File: src/rtl/mem_stage_ctrl.sv
// rtl/mem_stage_ctrl.sv - memory-stage controller: dmem handshake, branch resolve, MEM/WB register
module mem_stage_ctrl #(
   parameter int TIMEOUT = 16
) (
   input  logic        clk,
   input  logic        rst,
   input  logic        MEM_memtoreg,
   input  logic        MEM_regwrite,
   input  logic        MEM_memread,
   input  logic        MEM_memwrite,
   input  logic        MEM_branch,
   input  logic [31:0] MEM_branch_PC,
   input  logic        MEM_zero,
   input  logic [31:0] MEM_aluresult,
   input  logic [31:0] MEM_readda2,
   input  logic [4:0]  MEM_writereg,
   output logic        dmem_req,
   output logic        dmem_we,
   output logic [31:0] dmem_addr,
   output logic [31:0] dmem_wdata,
   input  logic        dmem_ack,
   input  logic [31:0] dmem_rdata,
   output logic        stall,
   output logic        PCSrc,
   output logic [31:0] branch_target,
   output logic        WB_memtoreg,
   output logic        WB_regwrite,
   output logic [31:0] WB_readdata,
   output logic [31:0] WB_aluresult,
   output logic [4:0]  WB_writereg,
   output logic        misalign_err,
   output logic        bus_err
);

   localparam int CW = $clog2(TIMEOUT);
   localparam logic [CW-1:0] CNT_LAST = CW'(TIMEOUT - 1);

   typedef enum logic {
      IDLE,
      ACCESS
   } state_t;

   state_t        state, next_state;
   logic [CW-1:0] cnt, cnt_next;

   logic access;
   logic aligned;
   logic misalign;
   logic abort;

   logic        wb_memtoreg_n;
   logic        wb_regwrite_n;
   logic [31:0] wb_readdata_n;
   logic [31:0] wb_aluresult_n;
   logic [4:0]  wb_writereg_n;

   assign access  = MEM_memread | MEM_memwrite;
   assign aligned = (MEM_aluresult[1:0] == 2'b00);

   // Address/data go straight through; write enable is only meaningful while requesting.
   assign dmem_addr     = MEM_aluresult;
   assign dmem_wdata    = MEM_readda2;
   assign dmem_we       = dmem_req & MEM_memwrite;

   // Branch resolution is independent of the memory handshake.
   assign PCSrc         = MEM_branch & MEM_zero;
   assign branch_target = MEM_branch_PC;

   // Next state, stall and the value MEM/WB captures this cycle (bubble by default).
   always_comb begin
      next_state     = state;
      cnt_next       = cnt;
      stall          = 1'b0;
      misalign       = 1'b0;
      abort          = 1'b0;
      wb_memtoreg_n  = 1'b0;
      wb_regwrite_n  = 1'b0;
      wb_readdata_n  = 32'h0;
      wb_aluresult_n = 32'h0;
      wb_writereg_n  = 5'h0;
      case (state)
         IDLE: begin
            if (access && aligned) begin
               stall      = 1'b1;
               next_state = ACCESS;
               cnt_next   = '0;
            end else if (access) begin
               // Misaligned: retire without a register write, flag it next cycle.
               misalign       = 1'b1;
               wb_aluresult_n = MEM_aluresult;
               wb_writereg_n  = MEM_writereg;
            end else begin
               wb_memtoreg_n  = MEM_memtoreg;
               wb_regwrite_n  = MEM_regwrite;
               wb_aluresult_n = MEM_aluresult;
               wb_writereg_n  = MEM_writereg;
            end
         end
         ACCESS: begin
            if (dmem_ack) begin
               // A combined read+write is treated as a write, so nothing loads from memory.
               next_state     = IDLE;
               wb_memtoreg_n  = MEM_memtoreg & ~MEM_memwrite;
               wb_regwrite_n  = MEM_regwrite;
               wb_readdata_n  = dmem_rdata;
               wb_aluresult_n = MEM_aluresult;
               wb_writereg_n  = MEM_writereg;
            end else if (cnt == CNT_LAST) begin
               next_state     = IDLE;
               abort          = 1'b1;
               wb_aluresult_n = MEM_aluresult;
               wb_writereg_n  = MEM_writereg;
            end else begin
               stall    = 1'b1;
               cnt_next = cnt + 1'b1;
            end
         end
         default: next_state = IDLE;
      endcase
   end

   // State, counter, registered request, MEM/WB register and error pulses.
   always_ff @(posedge clk) begin
      if (rst) begin
         state        <= IDLE;
         cnt          <= '0;
         dmem_req     <= 1'b0;
         WB_memtoreg  <= 1'b0;
         WB_regwrite  <= 1'b0;
         WB_readdata  <= 32'h0;
         WB_aluresult <= 32'h0;
         WB_writereg  <= 5'h0;
         misalign_err <= 1'b0;
         bus_err      <= 1'b0;
      end else begin
         state        <= next_state;
         cnt          <= cnt_next;
         dmem_req     <= (next_state == ACCESS);
         WB_memtoreg  <= wb_memtoreg_n;
         WB_regwrite  <= wb_regwrite_n;
         WB_readdata  <= wb_readdata_n;
         WB_aluresult <= wb_aluresult_n;
         WB_writereg  <= wb_writereg_n;
         misalign_err <= misalign;
         bus_err      <= abort;
      end
   end

endmodule

File: config.mk
export PLATFORM = sky130hd
export DESIGN_NAME = mem_stage_ctrl
export DESIGN_NICKNAME = d
export VERILOG_FILES = /design/src/rtl/mem_stage_ctrl.sv
export SDC_FILE = /design/constraint.sdc
export NUM_CORES = 1
export LEC_CHECK = 0
export ABC_CLOCK_PERIOD_IN_PS = 3450
export BUFFER_PORTS_ARGS = -buffer_cell sky130_fd_sc_hd__buf_2
export CORE_AREA = 2 2 124 126
export CTS_CLUSTER_DIAMETER = 80
export DETAILED_ROUTE_END_ITERATION = 6
export DIE_AREA = 0 0 126 128
export GPL_ROUTABILITY_DRIVEN = 1
export HOLD_SLACK_MARGIN = 0.15
export MAX_ROUTING_LAYER = met4
export PLACE_DENSITY_LB_ADDON = 0.15
export REMOVE_ABC_BUFFERS = 1
export SYNTH_ARGS = -nofsm -noshare
export SYNTH_HDL_FRONTEND = slang
export SYNTH_SLANG_ARGS = --single-unit
File: constraint.sdc
create_clock -name clk -period 3.45 [get_ports clk]
set_input_delay 0.345 -clock clk [delete_from_list [all_inputs] [get_ports clk]]
set_output_delay 0.345 -clock clk [all_outputs]
set_load 0.02 [all_outputs]
---- Word-level counts from Yosys, hierarchy flattened ----
Index checks and enable logic that the tools add are counted.
W data, S select, Z words.
operators by class
  add/subtract/negate cells ............... 1
  eq/ne operators ......................... 4
  multiplexer cells ....................... 26
  bitwise operators ....................... 7
  reductions and logical operators ........ 6
operators with widths
  cell                   number
  $mux W32               3
  $pmux W32 S2           1
  $mux W5                3
  $mux W4                3
  $mux W1                11
  $pmux W5 S2            1
  $reduce_or A3 Y1       3
  $pmux W4 S2            1
  $ne A2 B2 Y1 const B   3
  $pmux W1 S2            3
  $add A4 B1 Y4 const B  1
  $eq A4 B4 Y1 const B   1
  $and A1 B1 Y1          3
  $not A1 Y1             3
  $reduce_and A3 Y1      1
  $logic_not A2 Y1       1
  $logic_and A1 B1 Y1    1
  $or A1 B1 Y1           1
storage, ports and cells
  bits in registers ....................... 78
  input port bits ......................... 142
  output and inout port bits .............. 173
  logic and storage cells ................. 53

---- Longest topological paths before layout ----
Gate-level depths: netlist of run 1.
  depth after elaboration ................. 4
  depth in mapped cells ................... 5
  gate-level depth less buffers ........... 4

---- Worst setup path after synthesis of run 1 ----
OpenSTA, ideal clock, no wires.
  path type ............................... register -> register
  start point ............................. register state
  end point ............................... register WB_aluresult[24]
  library setup time ...................... 0.057 ns
  arrival ................................. 1.399 ns
  path slack .............................. 1.994 ns
  stages on the path, launching flop included .. 5
  buffers on the path ..................... 1
  clock period less this slack ............ 1.456 ns
  cells stage by stage .................... dfxtp_1 o21ba_2 a221oi_4 buf_6 and2_2
between the ends
  longest elaborated chain between the ends .. 2
RTL lines
  element                 RTL line  RTL
  from (decl)             43        state_t state, next_state;
  from (signal assigned)  136       state <= next_state;
  $not A1 Y1              -
  $pmux W32 S2 *          81        case (state)
  to (signal assigned)    142       WB_aluresult <= wb_aluresult_n;
  to (decl)               29        output logic [31:0] WB_aluresult,
Every way passes the cells marked *; elsewhere a longest branch is shown, timed or not.
A chain may end at the register's enable or synchronous reset.

---- Worst setup path after layout of run 1 ----
  start point ............................. register cnt[0]
  end point ............................... output stall
between the ends
  longest elaborated chain between the ends .. 4
RTL lines
  element                 RTL line  RTL
  from (decl)             44        logic [CW-1:0] cnt, cnt_next;
  from (signal assigned)  137       cnt <= cnt_next;
  $eq A4 B4 Y1            108       end else if (cnt == CNT_LAST) begin
  $mux W1                 108
  $mux W1                 100       if (dmem_ack) begin
  $pmux W1 S2             81
  to (decl)               23        output logic stall,
Every way passes these cells.

==> run metrics, run 1 <==
antenna-violating nets left=0; first-pass GRT wire length=14.7 mm; asr flop ratio synth=0; worst hold endpoint=WB_writereg[1]; Primary FF master, synth=dfxtp_1; clk slew on worst S/H paths=approximately 0.060 ns; Util after Layout=0.251; nets=approximately 530; r2r worst-path depth=5; pwr dens=548 nW/um2; First-pass DRT Iterations=4; hold path depth=2; post-synth top area cell=dfxtp_1; Seq cells post-synth=78; max-slew violation count=0; number of I/O pins=about 320; yosys warns=0; Die X=126 um; R2R Path End=WB_aluresult[7]; gr usage total=0.136; die height=128 um; htree depth=3; vias per inst=between 3 and 4; Congestion Overflow GR=0; Post-Syn Area=just over 3000 um2; Worst Path Required=3.11 ns; EDFF count, synth=0; RR Startpoint=cnt[0]; crit path kind=flip-flop to output port; final wirelength=11.0 mm; CTS tree=done; diode count=0; Pleak=around 0.0019 uW; drt drc=0; CTS-repair resized insts=0; via total after detailed routing=roughly 2,200; clk_lat worst skew=~0.34 ns; Worst setup SP type=flip-flop; hold wc startpoint=MEM_writereg[1]; Worst VDD drop=between 0.2 and 0.25 mV; drt first-iter violations=95; routability congestion estimate=0.760; Rows=between 40 and 50; Die Area=16,100 um2; core area=roughly 15,000 um2; P&R area growth vs syn=22.2%; most frequent cells in the layout=buf_2 (186), dfxtp_1 (78), and2_1 (50); RSZ-0062 raised after global routing=no; setup TNS=0 ns; FF+latch area=1560 um2; sequential area share after synthesis=0.511; largest net degree at the start of global routing=36; HP Class=primary input to flip-flop; clk sinks=roughly 80; Mapped Cells=approximately 290; minimum clock period after layout=between 1.5 and 2 ns; hpwl dp=8.50 mm; r2r setup slk=1.81 ns; PortBufs=~190; commonest non-fill, non-tap cell in the layout=buf_2; status=complete, no violations; Netlist cell types=27; met1 Use GR=0.162; Fmax=503 MHz; Worst Tran Pin Value=0.982 ns; clock buffer depth=2; Setup crit end kind=output port; fill count=1,598; global route hottest layer=met1; critical path arrival=1.64 ns; initial core utilization=0.206; crit path max fanout=6; vias in the first global route=~2,100; wire length per cell=19.0 um; total of max-cap violations=0; root buffer cell=clkbuf_16; synth top area cells=dfxtp_1 (51%), buf_4 (24%), and2_1 (10%); max_slew headroom=0.345; post-synth top area share=0.511; total CTS buffers=9; layout cells sized above 1=0.585; area occupied by multi-input gates=712 um2; Final period util=0.576; syn avg cell area=10.6 um2; M3 GR Usage=0.146; Fin. Hold Viols=0; Worst Skew=0.00381 ns; hold buffer count at CTS=0; count of final setup violators=0; Post-CTS Setup Bufs=0; met2 usage=0.136; initial antenna violation count=0
cell usage after synthesis, types with 2 or more instances:
library cell and number:
and2_1 50, o32ai_1 3, nand2b_1 2, buf_4 96, nor3b_1 6, buf_6 3, inv_1 4, nand3_1 2
nor2_1 4, dfxtp_1 78, and2_2 20, nand2_1 2, clkbuf_1 4
worst max-delay path: stages (launching register included):
cell     delay, ns
dfxtp_1       0.37
ha_1          0.21
nand3_1       0.21
a22o_2        0.33
buf_2         0.18
stage by stage:
step	setup WS, ns	power [uW]	hold WS [ns]	std cells	instance area [um2]
3_5_place_dp	1.73	1190	0.501	560	3460
6_report	1.46	2040	0.204	576	3730
4_1_cts	1.44	2100	0.181	576	3730
3_3_place_gp	1.79	1190	0.492	560	3460
2_1_floorplan	1.83	1050	0.417	185	2290
5_1_grt	1.33	2160	0.193	576	3730
per-layer routing:
layer	part of all wire	vias to the layer above
li1	-	991
met4	0.019	0
met5	0	-
met1	0.42	968
met2	0.33	245
met3	0.23	15
power breakdown:
part / internal (uW) / switching [uW]
sequential: 934 / 8.30
clock: 506 / 371
combinational: 93.6 / 131
registers in the layout, summed over array words and instances, names as in the netlist:
signal	flops
WB_readdata	32
WB_aluresult	32
misalign_err	1
cnt	4
state	1
bus_err	1
WB_writereg	5
WB_regwrite	1
WB_memtoreg	1
final cells by class:
class | instances | area share
sequential | 78 | 0.418
timing repair buffer | 187 | 0.251
multi-input combinational | 103 | 0.191
clock buffer | 13 | 0.0670
tap | 188 | 0.0630
clock inverter | 3 | 0.00536
inverter | 4 | 0.00402
worst max-delay path by stage:
stage | startpoint | to | slack (ns) | cells after the start
5_1_grt | cnt[0] | stall | 1.33 | 4
3_5_place_dp | rst | WB_readdata[12] | 1.73 | 3
2_1_floorplan | state | WB_aluresult[10] | 1.83 | 3
3_3_place_gp | rst | WB_readdata[6] | 1.79 | 3
4_1_cts | cnt[0] | stall | 1.44 | 4
6_report | cnt[0] | stall | 1.46 | 4
kinds of logic (layout without fill, tap and decap cells):
family / count (synthesis) / count (layout) / share of synthesized area
flops: 78 / 78 / 0.511
simple gates: 91 / 91 / 0.192
buf+inv: 107 / 207 / 0.257
fa+ha+maj: 1 / 1 / 0.00409
compound gates: 10 / 10 / 0.0324
mux: 1 / 1 / 0.00328
Power figures use the tool's default switching activity.
==> run 2: changes to the inputs <==
- ABC_AREA: not set -> 1
- ABC_CLOCK_PERIOD_IN_PS: 3450 -> 1700
- clock period: 3.45 -> 1.7 ns (I/O delays scaled with it)
==> run metrics, run 2 <==
status=complete, no violations; minimum clock period after layout=~1.6 ns; synth top area cells=dfxtp_1 (48%), buf_4 (23%), inv_1 (8.0%); area share of fa/ha/maj cells after synthesis=0.00388; HP Class=primary input to flip-flop; crit path max fanout=16; gr usage total=0.153; total CTS buffers=9; met2 wire len=4.21 mm; routability congestion estimate=0.791; max_slew headroom=0.751; diode count=0; most frequent cells in the layout=buf_2 (185), dfxtp_1 (76), dlygate4sd3_1 (74); initial antenna violation count=0; First-pass DRT Iterations=4; Die Area=16,100 um2; clk slew on worst S/H paths=0.06 ns; root buffer cell=clkbuf_16; sequential area share after synthesis=0.484; compound-gate portion of the synthesized area=0.00311; clock buffer depth=2; nets=between 600 and 700; hpwl dp=between 9 and 10 mm; Congestion Overflow GR=0; post-synth top area share=0.484; core area=14,900 um2; layout cells sized above 1=0.428; r2r setup slk=roughly 0.35 ns; P&R area growth vs syn=47.2%; Max Used Layer=met4; P_int=3630 uW; setup TNS=0 ns; RSZ-0062 raised after global routing=no; DP Area=3630 um2; Post-Syn Area=3220 um2; drt drc=0; die height=~130 um; Fin. Hold Viols=0; biggest regs=WB_aluresult x32, WB_readdata x32, WB_writereg x5; Worst Path Required=1.53 ns; Sw Ratio=0.237; EDFF count, synth=0; Die X=approximately 130 um; total of max-cap violations=0; clk sinks=78; most frequent cell after synthesis=buf_4; first-pass GRT wire length=roughly 17 mm; Worst Tran Pin Value=0.373 ns; largest family of logic cells by synthesized area=buffers and inverters; Layout Cell Area excl Fill=around 4700 um2; Post-synth top cells=buf_4 (97), dfxtp_1 (78), inv_1 (69); wire length per cell=16.4 um; largest net degree at the start of global routing=33; Worst VDD drop=0.493 mV; Pleak=around 0.0026 uW; critical path arrival=1.43 ns; Worst setup SP type=flip-flop; PortBufs=186; drt first-iter violations=85; P_sw=between 1000 and 1500 uW; hold path depth=3; vias per inst=3.78; yosys warns=0; htree depth=3; Fmax=roughly 630 MHz; met3 wire len=2.80 mm; Clk network pwr share=0.460; vias in the first global route=2,741; syn avg cell area=8.57 um2; Rows=45; Final period util=0.939; post-synthesis mux area share=0; clk_lat worst skew=0.34 ns; xor/xnor share of the synthesized area=0; Seq pwr share=0.403; count of final setup violators=0; M1 WL=~5 mm; initial core utilization=0.217; CTS tree=done; final wirelength=12.1 mm; Mapped Cells=376; max-slew violation count=0; r2r worst-path depth=7; commonest non-fill, non-tap cell in the layout=buf_2; asr flop ratio synth=0; Setup crit end kind=output port; Worst Skew=0.00749 ns; antenna-violating nets left=0; Seq cells post-synth=78; Hold Slack=0.263 ns; simple logic cell fraction of the synthesized area=0.184; pwr dens=about 1000 nW/um2; via total after detailed routing=2,794; post-synth top area cell=dfxtp_1; crit path kind=flip-flop to output port; number of I/O pins=315; Primary FF master, synth=dfxtp_1; logic gate share of total power=0.137; Netlist cell types=21
[run 2: repair_timing]
action                                  4_1_cts  5_1_grt
hold buffers                                 74        0
buffers inserted                              0        2
hold endpoints to repair                     75        0
endpoints found under the setup margin        0        1
resized for setup                             0        5
[run 2: power by group through the flow]
stage / registers (uW) / clock network, uW / logic [uW]
floorplan: 2040 / 0 / 139
global placement: 1960 / 0 / 525
detailed placement: 1960 / 0 / 522
CTS: 1920 / 2290 / 654
global route: 1920 / 2350 / 711
finish: 1920 / 2190 / 653
[run 2: layout make-up]
class,count,area (um2)
clock inverter,6,110
clock buffer,10,229
multi-input combinational,123,628
sequential,78,1560
tap,188,235
timing repair buffer,264,1700
fill,1554,10100
inverter,71,274
[run 2: metrics by stage]
step	total power, uW	setup WS, ns	std cells	util
finish	4760	0.103	740	0.319
global route	4990	0.00493	740	0.319
CTS	4860	0.00417	738	0.317
detailed placement	2480	0.273	648	0.244
global placement	2480	0.299	648	0.244
floorplan	2180	0.162	272	-
[run 2: final timing paths]
| path | from | to |
|---|---|---|
| setup / recovery | cnt[0] | stall |
| setup reg to reg | cnt[0] | WB_aluresult[11] |
| hold / removal | MEM_aluresult[1] | misalign_err |
| hold reg to reg | cnt[1] | cnt[1] |
[run 2: routing by layer]
metal | vias up | track usage
met5 | - | -
met3 | 16 | 0.165
met1 | 1203 | 0.167
met2 | 253 | 0.171
li1 | 1322 | -
met4 | 0 | 0.0595
[run 2: kinds of logic (layout without fill, tap and decap cells)]
logic type               count (synthesis)  count (layout)
flip-flops                              78              78
AND/OR/NAND/NOR                        120             120
AO/OA/AOI/OAI                            2               2
buffers and inverters                  175             351
adder cells (fa/ha/maj)                  1               1
[run 2: worst max-delay path, cell delays in order (launching register included)]
cell	delay, ns
dfxtp_2	0.39
ha_4	0.16
nand3_2	0.11
nand2_4	0.14
nand2_8	0.11
buf_4	0.18
==> run 3: changes to the inputs <==
- ABC_AREA: 1 -> not set
==> run metrics, run 3 (synthesis gave the netlist of run 1 again) <==
PortBufs=186; largest net degree at the start of global routing=36; critical path arrival=1.44 ns; minimum clock period after layout=1.61 ns; met2 wire len=4.50 mm; HP Class=primary input to flip-flop; number of I/O pins=315; Worst Tran Pin Value=0.325 ns; die height=128 um; CTS tree=done; clock buffer depth=2; gr usage total=0.150; Fmax=621 MHz; Worst setup SP type=flip-flop; htree depth=3; crit path max-delay cell type=dfxtp_1; vias per inst=3.93; First-pass DRT Iterations=6; Die Area=16,100 um2; Largest delay share family, worst path=flip-flops; most frequent cells in the layout=buf_2 (186), dfxtp_1 (76), dlygate4sd3_1 (72); via total after detailed routing=2,549; Worst VDD drop=0.417 mV; setup ws final=0.0894 ns; hpwl dp=~8.6 mm; commonest non-fill, non-tap cell in the layout=buf_2; hold path depth=3; fill count=1,541; core area=14,900 um2; DP Area=around 3500 um2; Crit path largest cell delay=between 0.3 and 0.4 ns; Pleak=0.00222 uW; FF+latch area=1560 um2; nets=roughly 600; total of max-cap violations=0; Util after Layout=0.304; Rows=45; Max Used Layer=met4; r2r worst-path depth=3; CP Cell Sequence=ha_4, nand3_4, a22o_4, buf_2; R2R Path End=WB_regwrite; Die X=126 um; Fin. Hold Viols=0; root buffer cell=clkbuf_16; status=complete, no violations; Setup crit end kind=output port; RR Startpoint=state; first-pass GRT wire length=16.6 mm; layout cells sized above 1=0.512; area occupied by multi-input gates=747 um2; antenna-violating nets left=0; r2r setup slk=0.17 ns; initial core utilization=0.206; Crit. path cell count=4; Worst Path Required=roughly 1.5 ns; final wirelength=between 10 and 15 mm; Worst Skew=0.00653 ns; wire length per cell=18.7 um; initial antenna violation count=0; vias in the first global route=2,536; Final period util=0.947; Layout Cell Area excl Fill=4520 um2; max-slew violation count=0; total CTS buffers=9; worst hold endpoint=WB_memtoreg; worst slack, placed=0.186 ns; P&R area growth vs syn=47.8%; crit path max fanout=6; pwr dens=around 950 nW/um2; Hold Slack=between 0.2 and 0.25 ns; Congestion Overflow GR=0; setup TNS=0 ns; Worst Path Buf+Inv=1; clk slew on worst S/H paths=roughly 0.060 ns; diode count=0; met3 wire len=2.69 mm; count of final setup violators=0; clk_lat worst skew=0.34 ns; routability congestion estimate=~0.74; drt first-iter violations=94; biggest regs=WB_aluresult x32, WB_readdata x32, WB_writereg x5; crit path kind=flip-flop to output port; clk sinks=78; hold wc startpoint=MEM_memwrite; M1 WL=4.81 mm; max_slew headroom=0.783; RSZ-0062 raised after global routing=no; Post-CTS Setup Bufs=0; drt drc=0
## run 3: cell type report
class                   instances  share of cell area
repair buffers                260               0.372
flip-flops and latches         78               0.346
multi-input cells             103               0.165
clock buffers                  10              0.0529
well taps                     188              0.0521
clock inverters                 6             0.00831
inverters                       4             0.00332
## run 3: how the worst max path moves through the flow
| stage | start | to | slack, ns |
|---|---|---|---|
| floorplan | state | WB_aluresult[10] | 0.08 |
| global placement | cnt[0] | WB_aluresult[13] | 0.23 |
| detailed placement | cnt[0] | WB_aluresult[11] | 0.19 |
| CTS | MEM_aluresult[1] | stall | 0.01 |
| global route | cnt[1] | stall | 0.01 |
| finish | cnt[1] | stall | 0.09 |
## run 3: metrics by stage
stage               cells  power (uW)
finish                649        4310
global route          649        4520
CTS                   649        4410
detailed placement    561        2430
global placement      561        2430
floorplan             185        2130
## run 3: worst register-to-register path: stages, from the launching register on
cell	delay (ns)
dfxtp_2	0.35
o31a_2	0.35
nor3b_1	0.19
dlygate4sd3_1	0.57
## run 3: where the power goes
group / internal (uW) / total [uW] / switching, uW
logic: 305 / 602 / 297
clock network: 1020 / 1790 / 774
registers: 1900 / 1910 / 18.6
## run 3: repair_timing
item,in CTS,in global routing
hold buffers,72,0
endpoints found under the hold margin,71,0
resized for setup,5,3
setup endpoints to repair,1,1
## run 3: per-layer routing
layer,GRT usage,vias up
li1,-,1134
met1,0.168,1128
met2,0.178,268
met4,0.0368,0
met3,0.157,19
met5,-,-
